<file path="config.mk">
export PLATFORM = sky130hd
export DESIGN_NAME = id_ex_stage_flat
export DESIGN_NICKNAME = d
export VERILOG_FILES = /design/src/rtl/id_ex_stage_pkg.sv /design/src/rtl/id_ex_stage_if.sv /design/src/rtl/id_ex_stage_load_use_detect.sv /design/src/rtl/id_ex_stage.sv /design/src/flat_wrapper.sv
export SDC_FILE = /design/constraint.sdc
export NUM_CORES = 1
export LEC_CHECK = 0
export ABC_AREA = 1
export BUFFER_PORTS_ARGS = -buffer_cell sky130_fd_sc_hd__buf_2
export CAP_MARGIN = 20
export CORE_UTILIZATION = 48
export DETAILED_ROUTE_END_ITERATION = 8
export GPL_TIMING_DRIVEN = 0
export PLACE_DENSITY = 0.89
export SYNTH_ARGS = -nofsm -noshare
export SYNTH_HDL_FRONTEND = slang
export SYNTH_SLANG_ARGS = --single-unit
export TNS_END_PERCENT = 20
</file>
<file path="constraint.sdc">
create_clock -name clk -period 2.9 [get_ports clk]
set_clock_uncertainty 0.05 [all_clocks]
set_input_delay 0.145 -clock clk [delete_from_list [all_inputs] [get_ports clk]]
set_output_delay 0.145 -clock clk [all_outputs]
set_load 0.05 [all_outputs]
</file>
<file path="src/rtl/id_ex_stage_pkg.sv">
// lc3b_types: shared LC-3b datapath types used by the ID/EX stage slice.
//   lc3b_reg          3-bit register number
//   lc3b_word         16-bit datapath word
//   lc3b_control_word decoded control word carried down the pipeline
//   id_ex_state       hazard controller state (RUN / HOLD)
//   CTRL_NOP          all-zero control word used as a bubble
package lc3b_types;

  typedef logic [2:0]  lc3b_reg;
  typedef logic [15:0] lc3b_word;
  typedef logic [3:0]  lc3b_opcode;

  // use_op[1] : sr1 is read by the instruction
  // use_op[0] : sr2 is read (store source for STR/STB/STI)
  typedef struct packed {
    lc3b_opcode  opcode;
    logic [2:0]  aluop;
    logic [1:0]  use_op;
    logic        load_regfile;
    logic        load_cc;
    logic        read;
    logic        write;
    logic        indirect_rw;
  } lc3b_control_word;

  typedef enum logic {
    RUN  = 1'b0,
    HOLD = 1'b1
  } id_ex_state;

  localparam lc3b_control_word CTRL_NOP = '0;

endpackage

</file>
<file path="src/rtl/id_ex_stage_if.sv">
// id_ex_if: ID-side inputs, downstream control and EX latch outputs of the
// ID/EX stage.
//   master : drives id_* fields, mem_stall, flush; observes ex_* and id_stall
//   slave  : the stage itself
interface id_ex_if;
  import lc3b_types::*;

  logic             id_valid;
  lc3b_control_word id_ctrl;
  lc3b_word         id_pc;
  lc3b_reg          id_sr1;
  lc3b_reg          id_sr2;
  lc3b_reg          id_dest;
  lc3b_word         id_sr1_data;
  lc3b_word         id_sr2_data;
  lc3b_word         id_imm;
  logic             mem_stall;
  logic             flush;

  logic             ex_valid;
  lc3b_control_word ex_ctrl;
  lc3b_word         ex_pc;
  lc3b_word         ex_sr1_data;
  lc3b_word         ex_sr2_data;
  lc3b_word         ex_imm;
  lc3b_reg          ex_dest;
  logic             id_stall;

  modport master (
    output id_valid, id_ctrl, id_pc, id_sr1, id_sr2, id_dest,
           id_sr1_data, id_sr2_data, id_imm, mem_stall, flush,
    input  ex_valid, ex_ctrl, ex_pc, ex_sr1_data, ex_sr2_data, ex_imm,
           ex_dest, id_stall
  );

  modport slave (
    input  id_valid, id_ctrl, id_pc, id_sr1, id_sr2, id_dest,
           id_sr1_data, id_sr2_data, id_imm, mem_stall, flush,
    output ex_valid, ex_ctrl, ex_pc, ex_sr1_data, ex_sr2_data, ex_imm,
           ex_dest, id_stall
  );

endinterface

</file>
<file path="src/rtl/id_ex_stage_load_use_detect.sv">
// load_use_detect: combinational load-use hazard comparator.
//   id_valid, id_ctrl, id_sr1, id_sr2 : instruction in ID
//   ex_valid, ex_ctrl, ex_dest        : instruction in EX
//   luh     : ID reads a register the load in EX has not yet produced
//   bubbles : bubbles the hazard costs (2 for indirect loads, else 1)
module load_use_detect
  import lc3b_types::*;
(
  input  logic             id_valid,
  input  lc3b_control_word id_ctrl,
  input  lc3b_reg          id_sr1,
  input  lc3b_reg          id_sr2,
  input  logic             ex_valid,
  input  lc3b_control_word ex_ctrl,
  input  lc3b_reg          ex_dest,
  output logic             luh,
  output logic [1:0]       bubbles
);

  logic src_match;
  logic ex_is_load;

  assign src_match  = (id_ctrl.use_op[1] && (id_sr1 == ex_dest)) ||
                      (id_ctrl.use_op[0] && (id_sr2 == ex_dest));
  assign ex_is_load = ex_ctrl.read && ex_ctrl.load_regfile;
  assign luh        = id_valid && ex_valid && ex_is_load && src_match;
  assign bubbles    = ex_ctrl.indirect_rw ? 2'd2 : 2'd1;

endmodule

</file>
<file path="src/rtl/id_ex_stage.sv">
// id_ex_stage: ID -> EX pipeline latch with load-use bubble insertion.
//   clk, reset : clock, synchronous active-high reset
//   bus        : id_ex_if.slave (ID fields in, EX latch out, mem_stall,
//                flush in, id_stall out)
// Optional build macro ID_EX_HAZARD_STATS_EN adds saturating counters
//   stat_bubbles (hazard bubbles loaded) and stat_flushes (flush cycles).
module id_ex_stage
  import lc3b_types::*;
(
  input  logic         clk,
  input  logic         reset,
  id_ex_if.slave       bus
`ifdef ID_EX_HAZARD_STATS_EN
  ,
  output logic [15:0]  stat_bubbles,
  output logic [15:0]  stat_flushes
`endif
);

  function automatic logic [15:0] sat_inc16(input logic [15:0] v);
    return (v == 16'hFFFF) ? v : v + 16'd1;
  endfunction

  id_ex_state       state_p0;
  logic [1:0]       hold_cnt_p0;

  logic             ex_valid_p1;
  lc3b_control_word ex_ctrl_p1;
  lc3b_word         ex_pc_p1;
  lc3b_word         ex_sr1_data_p1;
  lc3b_word         ex_sr2_data_p1;
  lc3b_word         ex_imm_p1;
  lc3b_reg          ex_dest_p1;

  logic             luh;
  logic [1:0]       bubbles;

  logic             load_bubble;
  logic             load_id;
  logic             hazard_bubble;
  logic             stall;

  load_use_detect u_luh (
    .id_valid (bus.id_valid),
    .id_ctrl  (bus.id_ctrl),
    .id_sr1   (bus.id_sr1),
    .id_sr2   (bus.id_sr2),
    .ex_valid (ex_valid_p1),
    .ex_ctrl  (ex_ctrl_p1),
    .ex_dest  (ex_dest_p1),
    .luh      (luh),
    .bubbles  (bubbles)
  );

  // Per-cycle action, in priority order flush > mem_stall > HOLD > luh.
  always_comb begin
    load_bubble   = 1'b0;
    load_id       = 1'b0;
    hazard_bubble = 1'b0;
    stall         = 1'b0;
    if (bus.flush) begin
      load_bubble = 1'b1;
    end else if (bus.mem_stall) begin
      stall = 1'b1;
    end else if (state_p0 == HOLD || luh) begin
      load_bubble   = 1'b1;
      hazard_bubble = 1'b1;
      stall         = 1'b1;
    end else begin
      load_id = 1'b1;
    end
  end

  // ---- ID -> EX boundary: control half of the latch ----
  always_ff @(posedge clk) begin
    if (reset) begin
      state_p0    <= RUN;
      hold_cnt_p0 <= 2'd0;
      ex_valid_p1 <= 1'b0;
      ex_ctrl_p1  <= CTRL_NOP;
    end else if (bus.flush) begin
      state_p0    <= RUN;
      hold_cnt_p0 <= 2'd0;
      ex_valid_p1 <= 1'b0;
      ex_ctrl_p1  <= CTRL_NOP;
    end else if (bus.mem_stall) begin
      state_p0    <= state_p0;
      hold_cnt_p0 <= hold_cnt_p0;
    end else if (state_p0 == HOLD) begin
      ex_valid_p1 <= 1'b0;
      ex_ctrl_p1  <= CTRL_NOP;
      // Leaving HOLD once the count would reach zero; a stray zero count
      // also exits rather than wrapping.
      if (hold_cnt_p0 <= 2'd1) begin
        hold_cnt_p0 <= 2'd0;
        state_p0    <= RUN;
      end else begin
        hold_cnt_p0 <= hold_cnt_p0 - 2'd1;
      end
    end else if (luh) begin
      ex_valid_p1 <= 1'b0;
      ex_ctrl_p1  <= CTRL_NOP;
      // The luh cycle is the first bubble; HOLD supplies the rest.
      if (bubbles > 2'd1) begin
        state_p0    <= HOLD;
        hold_cnt_p0 <= bubbles - 2'd1;
      end
    end else begin
      ex_valid_p1 <= bus.id_valid;
      ex_ctrl_p1  <= bus.id_valid ? bus.id_ctrl : CTRL_NOP;
    end
  end

  // ---- ID -> EX boundary: data half of the latch ----
  always_ff @(posedge clk) begin
    if (reset) begin
      ex_pc_p1       <= '0;
      ex_sr1_data_p1 <= '0;
      ex_sr2_data_p1 <= '0;
      ex_imm_p1      <= '0;
      ex_dest_p1     <= '0;
    end else if (load_bubble || load_id) begin
      ex_pc_p1       <= bus.id_pc;
      ex_sr1_data_p1 <= bus.id_sr1_data;
      ex_sr2_data_p1 <= bus.id_sr2_data;
      ex_imm_p1      <= bus.id_imm;
      ex_dest_p1     <= bus.id_dest;
    end
  end

`ifdef ID_EX_HAZARD_STATS_EN
  always_ff @(posedge clk) begin
    if (reset) begin
      stat_bubbles <= 16'd0;
      stat_flushes <= 16'd0;
    end else begin
      if (hazard_bubble) stat_bubbles <= sat_inc16(stat_bubbles);
      if (bus.flush)     stat_flushes <= sat_inc16(stat_flushes);
    end
  end
`endif

  assign bus.ex_valid    = ex_valid_p1;
  assign bus.ex_ctrl     = ex_ctrl_p1;
  assign bus.ex_pc       = ex_pc_p1;
  assign bus.ex_sr1_data = ex_sr1_data_p1;
  assign bus.ex_sr2_data = ex_sr2_data_p1;
  assign bus.ex_imm      = ex_imm_p1;
  assign bus.ex_dest     = ex_dest_p1;
  assign bus.id_stall    = stall;

endmodule

</file>
<file path="src/flat_wrapper.sv">
// flat-port wrapper written by rule: the top's interface ports become plain ports
module id_ex_stage_flat import lc3b_types::*;
  (clk, reset, bus_id_valid, bus_id_ctrl, bus_id_pc, bus_id_sr1, bus_id_sr2, bus_id_dest, bus_id_sr1_data, bus_id_sr2_data, bus_id_imm, bus_mem_stall, bus_flush, bus_ex_valid, bus_ex_ctrl, bus_ex_pc, bus_ex_sr1_data, bus_ex_sr2_data, bus_ex_imm, bus_ex_dest, bus_id_stall);
  id_ex_if bus_i ();
  input  logic clk;
  input  logic reset;
  input wire logic [$bits(bus_i.id_valid)-1:0] bus_id_valid;
  input wire logic [$bits(bus_i.id_ctrl)-1:0] bus_id_ctrl;
  input wire logic [$bits(bus_i.id_pc)-1:0] bus_id_pc;
  input wire logic [$bits(bus_i.id_sr1)-1:0] bus_id_sr1;
  input wire logic [$bits(bus_i.id_sr2)-1:0] bus_id_sr2;
  input wire logic [$bits(bus_i.id_dest)-1:0] bus_id_dest;
  input wire logic [$bits(bus_i.id_sr1_data)-1:0] bus_id_sr1_data;
  input wire logic [$bits(bus_i.id_sr2_data)-1:0] bus_id_sr2_data;
  input wire logic [$bits(bus_i.id_imm)-1:0] bus_id_imm;
  input wire logic [$bits(bus_i.mem_stall)-1:0] bus_mem_stall;
  input wire logic [$bits(bus_i.flush)-1:0] bus_flush;
  output wire logic [$bits(bus_i.ex_valid)-1:0] bus_ex_valid;
  output wire logic [$bits(bus_i.ex_ctrl)-1:0] bus_ex_ctrl;
  output wire logic [$bits(bus_i.ex_pc)-1:0] bus_ex_pc;
  output wire logic [$bits(bus_i.ex_sr1_data)-1:0] bus_ex_sr1_data;
  output wire logic [$bits(bus_i.ex_sr2_data)-1:0] bus_ex_sr2_data;
  output wire logic [$bits(bus_i.ex_imm)-1:0] bus_ex_imm;
  output wire logic [$bits(bus_i.ex_dest)-1:0] bus_ex_dest;
  output wire logic [$bits(bus_i.id_stall)-1:0] bus_id_stall;
  assign bus_i.id_valid = bus_id_valid;
  assign bus_i.id_ctrl = bus_id_ctrl;
  assign bus_i.id_pc = bus_id_pc;
  assign bus_i.id_sr1 = bus_id_sr1;
  assign bus_i.id_sr2 = bus_id_sr2;
  assign bus_i.id_dest = bus_id_dest;
  assign bus_i.id_sr1_data = bus_id_sr1_data;
  assign bus_i.id_sr2_data = bus_id_sr2_data;
  assign bus_i.id_imm = bus_id_imm;
  assign bus_i.mem_stall = bus_mem_stall;
  assign bus_i.flush = bus_flush;
  assign bus_ex_valid = bus_i.ex_valid;
  assign bus_ex_ctrl = bus_i.ex_ctrl;
  assign bus_ex_pc = bus_i.ex_pc;
  assign bus_ex_sr1_data = bus_i.ex_sr1_data;
  assign bus_ex_sr2_data = bus_i.ex_sr2_data;
  assign bus_ex_imm = bus_i.ex_imm;
  assign bus_ex_dest = bus_i.ex_dest;
  assign bus_id_stall = bus_i.id_stall;
  id_ex_stage u_core (.clk(clk), .reset(reset), .bus(bus_i));
endmodule
</file>
-- After elaboration in Yosys (flattened, before gate mapping)
Cells that the tools add are included.
- add/subtract/negate cells: 2
- $lt $le $gt $ge: 2
- eq/ne operators: 2
- multiplexer cells: 22
- bitwise gates (word level): 1
- reductions and logical operators: 13
- operators with widths (operator ; count):
    $mux W14 ; 3
    $mux W1 ; 14
    $mux W2 ; 5
    $eq A3 B3 Y1 ; 2
    $logic_and A1 B1 Y1 ; 6
    $reduce_bool A2 Y1 ; 2
    $sub A2 B1 Y2 const B ; 2
    $logic_or A1 B1 Y1 ; 3
    $reduce_and A3 Y1 ; 1
    $gt A2 B1 Y1 const B ; 1
    $le A2 B1 Y1 const B ; 1
    $reduce_or A2 Y1 ; 1
    $not A1 Y1 ; 1
- register bits after elaboration: 85
- input bits: 92
- output and inout bits: 83
- word-level logic and storage cells: 58

-- Longest topological paths before layout
Gate-level depths: netlist (run 1).
- word-level depth: 9
- gate-level depth with buffers: 11
- mapped depth without buffers: 11

-- Hierarchy
A second synthesis (run 1) with hierarchy kept.
- cell total of the unflattened synthesis: 429
- area, all modules: 3249.4 um^2
- by module, submodules not included (module ; times used ; cells each ; area an instance (um^2) ; sequential area each (um^2)):
    id_ex_stage ; 1 ; 393 ; 3103.0 ; 1701.6
    load_use_detect ; 1 ; 36 ; 146.4 ; 0.0

-- Worst setup path before layout (run 1)
Ideal clock, no wire load.
- path type: reg2out
- from: register u_core.ex_dest_p1[0] (netlist: u_core.bus.ex_dest[0])
- to: output bus_id_stall
- arrival: 1.593 ns
- data required time: 2.705 ns
- setup slack: 1.112 ns
- stages on the path, launching flop included: 11
- path buffers: 0
- cells stage by stage: dfxtp_1 -> inv_2 -> nand2_1 -> nand2_1 -> nor2_1 -> nand2_1 -> nand2_2 -> nand2_4 -> nand2_4 -> o21bai_1 -> inv_1
- word-level cells in the longest chain between the ends: 8
- elaborated cells between the ends (all ways): 10
- classes of those cells: eq/ne (2); mux (3); reduce/logical (5)
- ends and longest elaborated chain (element ; line ; text):
    from (decl) ; id_ex_stage.sv:33 ; lc3b_reg ex_dest_p1;
    from (signal assigned) ; id_ex_stage.sv:127 ; ex_dest_p1 <= bus.id_dest;
    $eq A3 B3 Y1 (on tied branches) ; id_ex_stage_load_use_detect.sv:23, id_ex_stage_load_use_detect.sv:24 ;
    $logic_and A1 B1 Y1 (on tied branches) ; id_ex_stage_load_use_detect.sv:23, id_ex_stage_load_use_detect.sv:24 ;
    $logic_or A1 B1 Y1 * ; id_ex_stage_load_use_detect.sv:23 ; assign src_match = (id_ctrl.use_op[1] && (id_sr1 == ex_dest)) ||
    $logic_and A1 B1 Y1 * ; id_ex_stage_load_use_detect.sv:26 ; assign luh = id_valid && ex_valid && ex_is_load && src_match;
    $logic_or A1 B1 Y1 * ; id_ex_stage.sv:65 ; end else if (state_p0 == HOLD || luh) begin
    $mux W1 * ; id_ex_stage.sv:65 ;
    $mux W1 * ; id_ex_stage.sv:63 ; end else if (bus.mem_stall) begin
    $mux W1 * ; id_ex_stage.sv:61 ; if (bus.flush) begin
    to (decl) ; flat_wrapper.sv:25 ; output wire logic [$bits(bus_i.id_stall)-1:0] bus_id_stall;
Mark *: on every way between the ends. The rest lies on a longest branch, timed or not.

-- Worst setup path in the final report (run 1)
Same ends and word-level chain as after synthesis.

==> results of run 1 <==
==> power by group through the flow <==
stage | sequential (mW) | clock, mW | combinational, mW
after CTS | 1.28 | 0.845 | 0.622
after global routing | 1.29 | 0.892 | 0.672
after detailed placement | 1.30 | 0 | 0.578
after floorplan | 1.55 | 0 | 0.156
final | 1.28 | 0.833 | 0.631
after global placement | 1.30 | 0 | 0.565
==> registers in the layout, indices dropped and copies added (netlist names) <==
register	count
u_core.bus.ex_dest	3
u_core.bus.ex_imm	16
u_core.hold_cnt_p0	2
u_core.bus.ex_sr2_data	16
u_core.bus.ex_valid	1
u_core.state_p0	1
u_core.bus.ex_pc	16
u_core.bus.ex_sr1_data	16
u_core.bus.ex_ctrl	14
==> kinds of logic after synthesis <==
| family | share of synthesized area |
|---|---|
| AND/OR/NAND/NOR | 0.267 |
| AO/OA/AOI/OAI | 0.134 |
| flip-flops | 0.505 |
| buffers and inverters | 0.0942 |
==> critical path, cell delays in order (launching register included) <==
cell and delay [ns]:
dfxtp_1 0.43, inv_2 0.07, nand2_1 0.06, nand2_1 0.05
nor2_1 0.09, nand2_1 0.07, nand2_2 0.08, nand2_4 0.08
nand2_4 0.09, o21bai_1 0.06, inv_1 0.06, buf_2 0.25
==> worst paths after layout <==
| kind | slack [ns] | from | end | cells past startpoint |
|---|---|---|---|---|
| setup / recovery | 0.96 | u_core.bus.ex_dest[0] | bus_id_stall | 11 |
| hold / removal | 0.006 | bus_id_pc[0] | u_core.bus.ex_pc[0] | 3 |
| setup reg to reg | 1.49 | u_core.bus.ex_dest[0] | u_core.bus.ex_ctrl[1] | 10 |
| hold reg to reg | 0.42 | u_core.bus.ex_ctrl[12] | u_core.bus.ex_ctrl[12] | 2 |
==> layout by cell type (no fill, tap or decap), drive strengths merged <==
cell | netlist | final
clkinv | 1 | 3
buf | 15 | 187
nand2 | 56 | 56
clkinvlp | 0 | 1
inv | 29 | 29
dlygate4sd3 | 0 | 43
clkbuf | 14 | 26
nand3b | 1 | 1
or2 | 1 | 1
bufinv | 0 | 1
dfxtp | 85 | 85
o21bai | 1 | 1
a21oi | 20 | 20
nand3 | 4 | 4
nand4 | 15 | 15
nor2 | 139 | 139
o21ai | 68 | 68
==> final cells by class <==
cell class	count	area (µm²)
Sequential cell	85	1700
Timing Repair Buffer	215	1290
Buffer	29	200
Clock inverter	4	47.5
Inverter	30	118
Fill cell	517	1820
Multi-Input combinational cell	305	1350
Tap cell	96	120
Clock buffer	12	145
==> per-layer routing <==
| metal | GRT usage | wire (µm) |
|---|---|---|
| met2 | 0.489 | 5090 |
| met3 | 0.0760 | 686 |
| met5 | 0 | 0 |
| met4 | 0.124 | 267 |
| met1 | 0.303 | 4110 |
==> timing repair <==
action / 4_1_cts / 5_1_grt
hold buffers: 42 / 1
setup endpoints to repair: 0 / 0
hold endpoints to repair: 42 / 1
setup buffers: 0 / 0
==> summary.md, run 1 <==
| Metric | Value |
|---|---|
| Outcome | complete, no violations |
| Core area | 6790 µm² |
| Power Internal | 1.85 mW |
| Most common library cells after synthesis | 137 x nor2_1, 85 x dfxtp_1, 67 x o21ai_0 |
| Initial antenna violation count | 0 |
| Die X | 85.8 µm |
| FP Rows | 30 |
| Synth top area share | 0.505 |
| Drt wl/cell | 13.1 µm |
| Post-DP Area | about 4400 µm² |
| Routed Antenna Nets | 0 |
| Crit. End Element | output port |
| RSZ-0062 raised after global routing | no |
| Final Total Pwr | 2.74 mW |
| Worst Hold Slack | 0.00575 ns |
| Most frequent cell after synthesis | nor2_1 |
| Crit share post-route | 0.670 |
| Worst-path fanout max | 7 |
| Reg clk slew, reported paths | 0.09 ns |
| Root Buffer | clkbuf_8 |
| Drt initial violations | between 150 and 200 |
| Min cycle time layout | 1.94 ns |
| Pwr/cell area | 551 nW/µm² |
| Top cells by area, synth | dfxtp_1 50%, nor2_1 15%, o21ai_0 9.9% |
| Port buffer count | 172 |
| Combinational share of power | 0.230 |
| Final Hold Viols | 0 |
| Post-DR vias/cell | 4.87 |
| Via count | between 3000 and 4000 |
| CTS tree | built |
| Final Max Slew Viols | 0 |
| Die ar. | ~7400 µm² |
| Worst path required time | 2.71 ns |
| CTS buffer count | 9 |
| All-Layer GR Usage | 0.274 |
| Seq/Total Area, Yosys | 0.505 |
| Ys flop type | dfxtp_1 |
| Relative slew slack | 0.690 |
| Post-Syn Nets | 541 |
| Leading area contributor after synthesis | dfxtp_1 |
| GP Congestion | just over 0.8 |
| Yosys reg bits | 85 |
| Ys async rst share | 0 |
| Critical path type | register to output port |
| Type of origin of the critical path | register |
| Final setup viols | 0 |
| First-pass GRT wire length | ~16000 µm |
| Number of global-route vias before repair | approximately 3600 |
| Post-Layout Cell Count | 776 |
| Netlist cell types | 29 |
| Worst slew pin tran | 0.465 ns |
| Max Cap Violations | 0 |
| Peak Freq | ~510 MHz |
| Clk Latency, worst-skew pair | 0.35 ns |
| Largest net degree at the start of global routing | 14 |
| Max VDD drop | 0.000390 V |
| Max Root-Sink Buffers | 2 |
| Clk sinks | 85 |
| Syn. warnings | 0 |
| Area grow syn2layout | 47.6% |
| Sw power | 887 µW |
| H-tree depth | 3 |
| Layout cells sized above 1 | 0.318 |
| Sw Ratio | 0.324 |
| Placed cell count | just over 700 |
| Final WL | 10100 µm |
| TritonRoute pass-1 iters | 5 |
| Die Height | 85.8 µm |
| Initial Utilization | 0.496 |
| Hold crit path type | primary input to register |
| Mean Syn Cell Area | 7.51 µm² |
| Post-synth EDFFs | 0 |
| Grt total ovfl | 0 |
| Cells after synthesis | 449 |
| Setup WS pre-CTS | 1.33 ns |
| DR DRC count | 0 |
| Final critical-path setup slack | 0.957 ns |
| Post-DP HPWL | 6680 µm |
| # resized after CTS | 0 |
| Final net count | 767 |
| Clock power share | 0.304 |
| Setup TNS | 0 ns |
| Finished layout cell area | 4980 µm² |
| Worst Path Arrival | 1.75 ns |
| Utilization after layout | 0.732 |
| Ant. Diodes | 0 |
| Part of the power in registers | 0.466 |
| IO Pins | 175 |
| Lkg Pwr | about 2.6 nW |
| Synthesized area | 3370 µm² |
Note: power is estimated with default switching activity, not from simulation.
==> inputs of run 2 (changes only) <==
ABC_AREA = 0   (was 1)
CORE_UTILIZATION = 43   (was 48)
PLACE_DENSITY = 0.84   (was 0.89)
clock period = 1.8 ns   (was 2.9 ns; I/O delays follow)
==> run 2 against run 1 <==
Net effect:
- core utilization up 2.0 points
- setup slack worse by 0.92 ns
- non-clock buffer count up 38
- clock-buffer cell count fell by 3
- combinational power up 54%
- synthesized cell count is 20% lower
==> summary.md, run 2 <==
| Metric | Value |
|---|---|
| Port buffer count | 173 (+0.58%) |
| Multi-input logic area | 1230 µm² (-9.1%) |
| Die ar. | 7280 µm² (-1.1%) |
| IO Pins | 175 (unchanged) |
| Die Height | 85.3 µm (-0.55%) |
| Ys flop type | dfxtp_1 |
| Ant. Diodes | 0 (unchanged) |
| Worst slew pin tran | 0.697 ns (+0.231 ns) |
| Commonest cells after routing, fill and taps aside | 180 x buf_2, 137 x nand2_1, 82 x dfxtp_1 |
| Area grow syn2layout | 70.2% |
| Post-DR vias/cell | 5.11 (+4.9%) |
| Reg clk slew, reported paths | 0.09 ns (about the same) |
| Final Hold Viols | 0 (unchanged) |
| Yosys reg bits | 85 (unchanged) |
| All-Layer GR Usage | 0.284 (+0.0104) |
| Utilization after layout | 0.752 (+0.0200) |
| Crit. End Element | output port |
| Most common library cells after synthesis | 137 x nand2_1, 85 x dfxtp_1, 69 x a21oi_1 |
| CTS buffer count | 9 (unchanged) |
| Final setup viols | 0 (unchanged) |
| Clk sinks | 85 (unchanged) |
| Commonest non-fill, non-tap cell in the layout | buf_2 |
| Cells after synthesis | 357 (-20%) |
| Max Cap Violations | 0 (unchanged) |
| Type of origin of the critical path | register |
| Initial antenna violation count | 0 (unchanged) |
| Finished layout cell area | 5080 µm² (+2.2%) |
| Final Max Slew Viols | 0 (unchanged) |
| Post-synth EDFFs | 0 (unchanged) |
| Synthesized area | 2990 µm² (-11%) |
| Ys async rst share | 0 (unchanged) |
| Final WL | 10600 µm (+4.9%) |
| Routed Antenna Nets | 0 (unchanged) |
| Lkg Pwr | 2.48 nW (-5.4%) |
| Number of global-route vias before repair | 3685 (+2.2%) |
| Most frequent cell after synthesis | nand2_1 |
| Via count | 3632 (-3.9%) |
| Worst-path fanout max | 4 (-3) |
| Max Root-Sink Buffers | 2 (unchanged) |
| Min cycle time layout | 1.76 ns |
| Critical path type | register to output port |
| Drt initial violations | 184 (-3.7%) |
| GP Congestion | 0.738 (-8.5%) |
| Netlist cell types | 25 (-14%) |
| Top cells by area, synth | dfxtp_1 57%, nand2_1 17%, a21oi_1 12% |
| Root Buffer | clkbuf_8 |
| Syn. warnings | 0 (unchanged) |
| Sequential Area | 1710 µm² (+0.66%) |
| Hold crit path type | primary input to register |
| Seq/Total Area, Yosys | 0.570 (+0.0651) |
| Post-Syn Nets | 449 (-17%) |
| Peak Freq | 568 MHz |
| Crit share post-route | 0.977 |
| Leading area contributor after synthesis | dfxtp_1 |
| TritonRoute pass-1 iters | 6 (+1) |
| Die X | 85.3 µm (-0.55%) |
| Worst Path Arrival | 1.62 ns (-0.13 ns) |
| Clk Latency, worst-skew pair | 0.35 ns (about the same) |
| CTS tree | built |
| Largest net degree at the start of global routing | 17 (+3) |
| Filler Cell Count | 474 (-8.3%) |
| Relative slew slack | 0.532 (-0.158) |
| Drt wl/cell | 15.0 µm (+15%) |
| Synth top area share | 0.570 (+0.0651) |
| DR DRC count | 0 (unchanged) |
| FP Rows | 30 (unchanged) |
| Max VDD drop | 0.000633 V (+62%) |
| Outcome | complete, no violations |
| First-pass GRT wire length | 16300 µm (+2.7%) |
| Post-DP Area | 3970 µm² (-8.9%) |
| Final Total Pwr | 4.40 mW (+61%) |
| Grt total ovfl | 0 (unchanged) |
| Initial Utilization | 0.442 (-0.0543) |
| Final net count | 718 (-6.4%) |
| Mean Syn Cell Area | 8.37 µm² (+11%) |
| Worst path required time | 1.66 ns (-1.05 ns) |
| H-tree depth | 3 (unchanged) |
| Layout cells sized above 1 | 0.353 (+0.0358) |
| Worst Hold Slack | 0.0845 ns (+0.0787 ns) |
| Pwr/cell area | 866 nW/µm² (+57%) |
| Core area | 6760 µm² (-0.55%) |
| RSZ-0062 raised after global routing | yes |
| Post-DP HPWL | 5860 µm (-12%) |
run 2: cell types whose count changed after synthesis, moves of 3 or more:
cell,before,now
a21oi_1,19,69
a22o_1,0,9
a22o_2,0,5
buf_2,3,8
buf_6,7,1
inv_1,24,1
inv_2,4,1
nand2_1,53,137
nand4_1,15,3
nor2_1,137,6
o21ai_0,67,2
xnor2_1,0,6
run 2: cells by family (layout without fill, tap and decap cells):
logic type	after synthesis	after routing	share of synthesized area
AO/OA/AOI/OAI	90	90	0.176
XOR/XNOR	6	6	0.0176
buffers and inverters	26	300	0.0398
flip-flops	85	85	0.570
AND/OR/NAND/NOR	150	150	0.197
run 2: final cells by class:
class                      instances  area share
buffer                            24      0.0219
clock buffer                       9      0.0244
clock inverter                     7      0.0160
inverter                           2     0.00148
multi-input combinational        246       0.242
sequential                        85       0.337
tap                               80      0.0197
timing repair buffer             258       0.338
run 2: metrics by stage:
| stage | setup slack (ns) | cells | setup TNS (ns) |
|---|---|---|---|
| after global placement | 0.126 | 610 | 0 |
| final | 0.0408 | 711 | 0 |
| after CTS | 0.00279 | 708 | 0 |
| after detailed placement | 0.117 | 610 | 0 |
| after global routing | -0.0265 | 711 | -0.0265 |
| after floorplan | 0.159 | 357 | 0 |
run 2: repair_timing:
item | CTS | global route
resized for setup | 8 | 6
pin swaps | 2 | 9
hold buffers | 81 | 0
hold endpoints to repair | 81 | 0
setup endpoints to repair | 1 | 1
buffers inserted | 1 | 3
run 2: per-layer routing:
layer | GRT usage | routed length [µm] | up-vias
met5 | 0 | 0 | -
met4 | 0.164 | 378 | 0
met3 | 0.0593 | 583 | 45
met2 | 0.532 | 5640 | 159
met1 | 0.294 | 4050 | 1718
li1 | - | - | 1710
run 2: final timing paths:
check	startpoint	endpoint	slack (ns)	cells after the start
hold / removal	bus_mem_stall	u_core.hold_cnt_p0[1]	0.08	4
setup / recovery	u_core.bus.ex_dest[2]	bus_id_stall	0.04	6
hold reg to reg	u_core.bus.ex_pc[11]	u_core.bus.ex_pc[11]	0.40	2
setup reg to reg	u_core.bus.ex_dest[2]	u_core.bus.ex_ctrl[12]	0.13	7
run 2: power by group:
group | internal (mW) | switching (mW) | total, mW
logic | 0.351 | 0.618 | 0.969
registers | 1.98 | 0.0588 | 2.04
clock network | 0.661 | 0.733 | 1.39
run 2: critical path, stage by stage (launching register included):
cell     delay (ns)
dfxtp_4        0.38
xnor2_2        0.16
nand4_1        0.13
a21oi_2        0.24
nor2_4         0.07
a21oi_4        0.14
buf_8          0.16
